===== src/rtl/uart_rx_cfg.sv =====
// Configurable UART receiver: majority-voted sampling, optional parity, 1 or 2
// stop bits, framing/break detection and a one-cycle completion pulse.
module uart_rx_cfg #(
  parameter int CLK_HZ       = 50000000,
  parameter int BIT_RATE     = 9600,
  parameter int PAYLOAD_BITS = 8,
  parameter int STOP_BITS    = 1,
  parameter int PARITY_EN    = 0,
  parameter int PARITY_ODD   = 0
) (
  input  logic                    clk,
  input  logic                    resetn,
  input  logic                    uart_rxd,
  input  logic                    uart_rx_en,
  output logic                    uart_rx_valid,
  output logic [PAYLOAD_BITS-1:0] uart_rx_data,
  output logic                    uart_rx_parity_err,
  output logic                    uart_rx_frame_err,
  output logic                    uart_rx_break,
  output logic                    uart_rx_busy
);

  localparam int CPB   = CLK_HZ / BIT_RATE;
  localparam int H     = CPB / 2;
  localparam int CNT_W = $clog2(CPB);
  localparam int IDX_W = $clog2(PAYLOAD_BITS);

  localparam logic [CNT_W-1:0] CNT_LAST = CNT_W'(CPB - 1);
  localparam logic [CNT_W-1:0] CNT_A    = CNT_W'(H - 1);
  localparam logic [CNT_W-1:0] CNT_B    = CNT_W'(H);
  localparam logic [CNT_W-1:0] CNT_DEC  = CNT_W'(H + 1);
  localparam logic [IDX_W-1:0] IDX_LAST = IDX_W'(PAYLOAD_BITS - 1);
  localparam logic             STOP_LAST = 1'(STOP_BITS - 1);

  if (CPB < 8) begin : g_cpb_check
    $error("uart_rx_cfg: CLK_HZ/BIT_RATE must be at least 8");
  end
  if (PAYLOAD_BITS < 5 || PAYLOAD_BITS > 9) begin : g_payload_check
    $error("uart_rx_cfg: PAYLOAD_BITS must be 5..9");
  end
  if (STOP_BITS != 1 && STOP_BITS != 2) begin : g_stop_check
    $error("uart_rx_cfg: STOP_BITS must be 1 or 2");
  end

  typedef enum logic [2:0] {IDLE, START, DATA, PARITY, STOP, WAIT_HIGH} state_t;

  state_t                  state;
  logic                    rx_meta, rxs, rxs_q;
  logic [CNT_W-1:0]        cnt;
  logic [IDX_W-1:0]        idx;
  logic                    stop_idx;
  logic                    stop0_bad;
  logic                    samp_a, samp_b;
  logic [PAYLOAD_BITS-1:0] shreg;
  logic                    par_bit;

  function automatic logic majority3(input logic a, input logic b, input logic c);
    return (a & b) | (a & c) | (b & c);
  endfunction

  logic vote, bit_end, at_dec, pbit_eff, first_stop_zero, frame_bad;
  assign vote            = majority3(samp_a, samp_b, rxs);
  assign bit_end         = (cnt == CNT_LAST);
  assign at_dec          = (cnt == CNT_DEC);
  assign pbit_eff        = (PARITY_EN != 0) ? par_bit : 1'b0;
  assign first_stop_zero = (stop_idx == 1'b0) ? ~vote : stop0_bad;
  assign frame_bad       = stop0_bad | ~vote;
  assign uart_rx_busy    = (state != IDLE);

  // Synchroniser; rxs_q gives the falling-edge reference for start detection
  always_ff @(posedge clk or negedge resetn) begin
    if (!resetn) begin
      rx_meta <= 1'b1;
      rxs     <= 1'b1;
      rxs_q   <= 1'b1;
    end else begin
      rx_meta <= uart_rxd;
      rxs     <= rx_meta;
      rxs_q   <= rxs;
    end
  end

  always_ff @(posedge clk) begin
    if (cnt == CNT_A) samp_a <= rxs;
    if (cnt == CNT_B) samp_b <= rxs;
    if (state == DATA && at_dec) shreg <= {vote, shreg[PAYLOAD_BITS-1:1]};
    if (state == PARITY && at_dec) par_bit <= vote;
  end

  always_ff @(posedge clk or negedge resetn) begin
    if (!resetn) begin
      state              <= IDLE;
      cnt                <= '0;
      idx                <= '0;
      stop_idx           <= 1'b0;
      stop0_bad          <= 1'b0;
      uart_rx_valid      <= 1'b0;
      uart_rx_data       <= '0;
      uart_rx_parity_err <= 1'b0;
      uart_rx_frame_err  <= 1'b0;
      uart_rx_break      <= 1'b0;
    end else begin
      uart_rx_valid <= 1'b0;
      cnt <= bit_end ? '0 : cnt + CNT_W'(1);
      if (!uart_rx_en) begin
        state <= IDLE;
      end else begin
        case (state)
          IDLE: if (rxs_q && !rxs) begin
            state <= START;
            cnt   <= '0;
          end
          START: begin
            if (at_dec && vote) begin
              state <= IDLE;
            end else if (bit_end) begin
              state <= DATA;
              idx   <= '0;
            end
          end
          DATA: if (bit_end) begin
            if (idx == IDX_LAST) begin
              state    <= (PARITY_EN != 0) ? PARITY : STOP;
              stop_idx <= 1'b0;
            end else begin
              idx <= idx + IDX_W'(1);
            end
          end
          PARITY: if (bit_end) state <= STOP;
          // Frame completes at the last stop-bit decision, not at its end
          STOP: begin
            if (at_dec) begin
              if (stop_idx == STOP_LAST) begin
                uart_rx_valid      <= 1'b1;
                uart_rx_data       <= shreg;
                uart_rx_parity_err <= (PARITY_EN != 0) &&
                                      ((^shreg ^ pbit_eff) != 1'(PARITY_ODD));
                uart_rx_frame_err  <= frame_bad;
                uart_rx_break      <= (shreg == '0) && !pbit_eff && first_stop_zero;
                state              <= frame_bad ? WAIT_HIGH : IDLE;
              end else begin
                stop0_bad <= ~vote;
              end
            end else if (bit_end) begin
              stop_idx <= 1'b1;
            end
          end
          WAIT_HIGH: if (rxs) state <= IDLE;
          default: state <= IDLE;
        endcase
      end
    end
  end

endmodule


===== config.mk =====
export PLATFORM = sky130hd
export DESIGN_NAME = uart_rx_cfg
export DESIGN_NICKNAME = d
export VERILOG_FILES = /design/src/rtl/uart_rx_cfg.sv
export SDC_FILE = /design/constraint.sdc
export NUM_CORES = 1
export LEC_CHECK = 0
export ABC_AREA = 1
export BUFFER_PORTS_ARGS = -buffer_cell sky130_fd_sc_hd__buf_4
export CORE_MARGIN = 2
export CORE_UTILIZATION = 53
export CTS_CLUSTER_SIZE = 28
export DETAILED_ROUTE_END_ITERATION = 10
export MAX_ROUTING_LAYER = met4
export PLACE_DENSITY = 0.7
export SETUP_SLACK_MARGIN = 0.4
export SKIP_CTS_REPAIR_TIMING = 1
export SLEW_MARGIN = 15
export SYNTH_ARGS = -nofsm -noshare
export SYNTH_HDL_FRONTEND = slang
export SYNTH_SLANG_ARGS = --single-unit

===== constraint.sdc =====
create_clock -name clk -period 1.45 [get_ports clk]
set_input_delay 0.29 -clock clk [delete_from_list [all_inputs] [get_ports clk]]
set_output_delay 0.29 -clock clk [all_outputs]
set_load 0.05 [all_outputs]

==> results.txt <==
filler instances - 313
depth of the CTS H-tree - 2
number of hold-slack violations in the final timing report - 0
max-slew violation count - 0
maximum fanout along the worst path - 4
Register Area - 0.001180 mm²
antenna-violating nets left - 0
Top-Level Pins - 17
Critical path origin - cnt[6]$_DFF_PN0_
area occupied by multi-input gates - 999.7 µm²
total power consumption of the routed design - 3.765 mW
failing checks - negative setup slack
setup_tns - -816.6 ps
sort of element at the start of the critical path - flip-flop
number of flops mapped to enable cells by yosys - 10
net count after synthesis - 265
diode insertion count for antenna repair - 0
pre-CTS WS - -59.62 ps
# rows - 23
die footprint - 0.004729 mm²
post-route clock period utilization - 1.046
quantity of I/O buffers inserted on ports - 15
post-synthesis instance area - 0.002223 mm²
terminus of the critical flop-to-flop path - stop0_bad$_DFFE_PN0P_
power density over the cells - 1310 mW/mm²
initial antenna violation count - 0
final setup violation count - 19
portion of the post-synthesis area used by sequential elements - 0.5307
static leakage power - 1.386 nW
CP max stage cell - dfrtp_1
reg-to-reg slack, setup - -70 ps
cell taking the most area after synthesis - dfrtp_1
wire length of the first global-routing pass - 6941 µm
WS Path Type - reg2reg
Max stage delay on crit path - 410 ps
largest vdd supply drop - 1.087 mV
DPL Wire Length - 3072 µm
post-synthesis adder-cell area fraction - 0.02814
Bufs on Longest Clock Path - 2
top-area cell type share of the netlist area - 0.3602
final wirelength - 4270 µm
non-filler cells, final - 354
worst hold path class - in2reg
Period minus WS final - 1516 ps
clock-pin transition on the worst setup and hold timing paths - 90 ps
synthesized area divided by synthesized cell count - 8.685 µm²
post-synthesis to final-layout area growth - 29.32%
average vias per placed instance - 4.958
highest achievable clock rate - 0.6595 GHz
main combinational cell family by area after synthesis - simple AND/OR/NAND/NOR gates
GRT Overall Usage - 0.2056
share of final-layout standard cells stronger than drive strength 1 - 0.3388
synthesized instance count - 256
arrival time reported for the critical path endpoint - 1710 ps
setup slack of the critical path after layout - -66.40 ps
synth unique cells - 34
Non-Filler Cell Area, Final - 0.002875 mm²
R2R Path Start - cnt[6]$_DFF_PN0_
total instance count after detailed placement - 341
number of buffers created by CTS - 5
Warnings, synthesis - 0
sort of element at the end of the critical path - flip-flop
cell count of the worst hold path - 1
average routed wire per standard cell - 12.06 µm
simple-gate portion of the synthesized area - 0.3033
most common flop cell mapped by yosys - dfrtp_1
Initial DRC Count - 145
total iterations of the first detailed-routing run - 4
Placed Instance Area - 0.002595 mm²
share of synthesized area spent on multiplexers - 0
total core area - 0.004029 mm²
largest net degree at the start of global routing - 36
effective utilization at floorplan - 0.5519
share of flip-flops with an asynchronous set or reset after synthesis - 0.7778
Residual DRC - 0
vias in the first global route - 1,615
Remaining Overflow, GRT - 0
leading cell type in the layout, fill and taps excluded - nand2_1
Critical Path Sink - stop0_bad$_DFFE_PN0P_
number of vias after detailed routing - 1,755
TritonCTS clock tree - done
clock tree sinks - 45
Worst R2R Path Depth - 7
compound-cell area share of the yosys netlist - 0.05740
CTS Root Buffer Type - clkbuf_8
maxcap violations - 0
most frequent cells in the layout - 67 x nand2_1, 32 x dfrtp_1, 28 x inv_1, 28 x buf_4, 20 x nor2_1
insertion delay to the later sink of the worst-skew pair - 300 ps
critical path cell sequence - nor2_1 > nand2_1 > nor2_4 > nand2_4 > or2_1 > o21ai_1 > inv_1
skew final - 7.992 ps
synthesis-stage register bit count - 45
die span in x - 68.77 µm
largest cells by area after synthesis - dfrtp_1 36%, edfxtp_1 14%, nand2_1 12%
required time of the critical path - 1650 ps
status - complete, but fails checks
parity-gate share of the synthesized area counting xor and xnor cells - 0.003939
final weighted congestion in routability-driven placement - 0.9784
Hold Startpoint - uart_rxd
height of the chip - 68.77 µm
net count reported at finish - 312
unrepaired setup endpoints after global routing - true
-- where the power goes --
part / leakage [nW] / internal, mW / switching [mW]
registers: 0.550 / 1.42 / 0.148
logic: 0.781 / 0.532 / 0.703
clock network: 0.0543 / 0.516 / 0.445
-- worst min-delay path by stage --
stage and end:
2_1_floorplan cnt[0]$_DFF_PN0_, 3_3_place_gp uart_rx_data[4]$_DFFE_PN0P_, 3_5_place_dp uart_rx_valid$_DFF_PN0_, 4_1_cts uart_rx_valid$_DFF_PN0_, 5_1_grt rx_meta$_DFF_PN1_, 6_report rx_meta$_DFF_PN1_
-- worst max-delay path: cells and delay by family (launching register included) --
kind            cells  cell delay [ps]
buf+inv             1               50
compound gates      1              130
flops               1              410
simple gates        5              810
-- per-layer routing --
metal  share of wire  vias up  wire, µm  GRT usage
met5               0        -         0          -
met4          0.0070        0        30    0.06373
met3           0.030        4       129    0.05357
met2            0.50       29      2126     0.3221
met1            0.46      816      1984     0.2632
li1                -      906         -          -
-- logic make-up (layout without fill, tap and decap cells) --
| logic type | count (synthesis) | count (layout) |
|---|---|---|
| AOI/OAI and AO/OA | 21 | 21 |
| xor gates and xnor gates | 1 | 1 |
| adders and majority gates | 5 | 5 |
| buffers and inverters | 39 | 87 |
| DFF | 45 | 45 |
| other | 1 | 1 |
| and+or+nand+nor | 144 | 144 |
-- synth_stat cells, types with 2 or more instances --
cell / count
nor2_4: 2
inv_2: 5
o21bai_1: 2
inv_1: 30
ha_1: 5
nand3_1: 14
nand3_2: 3
dfrtp_1: 32
o21ai_0: 4
buf_6: 2
a21oi_1: 5
nand2_1: 70
nor2_2: 5
nand2_2: 9
o21ai_1: 5
o21ai_2: 2
nand4_1: 3
edfxtp_1: 10
nor2_1: 24
dfstp_2: 3
nor3_1: 6
nor4_1: 3
-- sequential cells by signal (all words and copies together), names as in the netlist --
register,flops
stop_idx,1
uart_rx_break,1
idx,3
rxs,1
uart_rx_frame_err,1
cnt,13
rx_meta,1
uart_rx_data,8
samp_a,1
uart_rx_valid,1
stop0_bad,1
rxs_q,1
shreg,8
state,3
samp_b,1
-- metrics by stage --
| step | hold slack [ps] | util |
|---|---|---|
| floorplan | -5.591 | - |
| global placement | 269.1 | 0.6441 |
| detailed placement | 275.1 | 0.6441 |
| finish | 96.20 | 0.7137 |
| global route | 73.54 | 0.7137 |
| CTS | -58.63 | 0.6727 |
-- area by class of cell --
class / count / share of cell area
Clock inverter: 3 / 0.01610
Sequential cell: 45 / 0.4104
Timing Repair Buffer: 43 / 0.1314
Tap cell: 50 / 0.02176
Inverter: 36 / 0.04874
Clock buffer: 5 / 0.02393
Multi-Input combinational cell: 172 / 0.3477
Power figures use the tool's default switching activity.
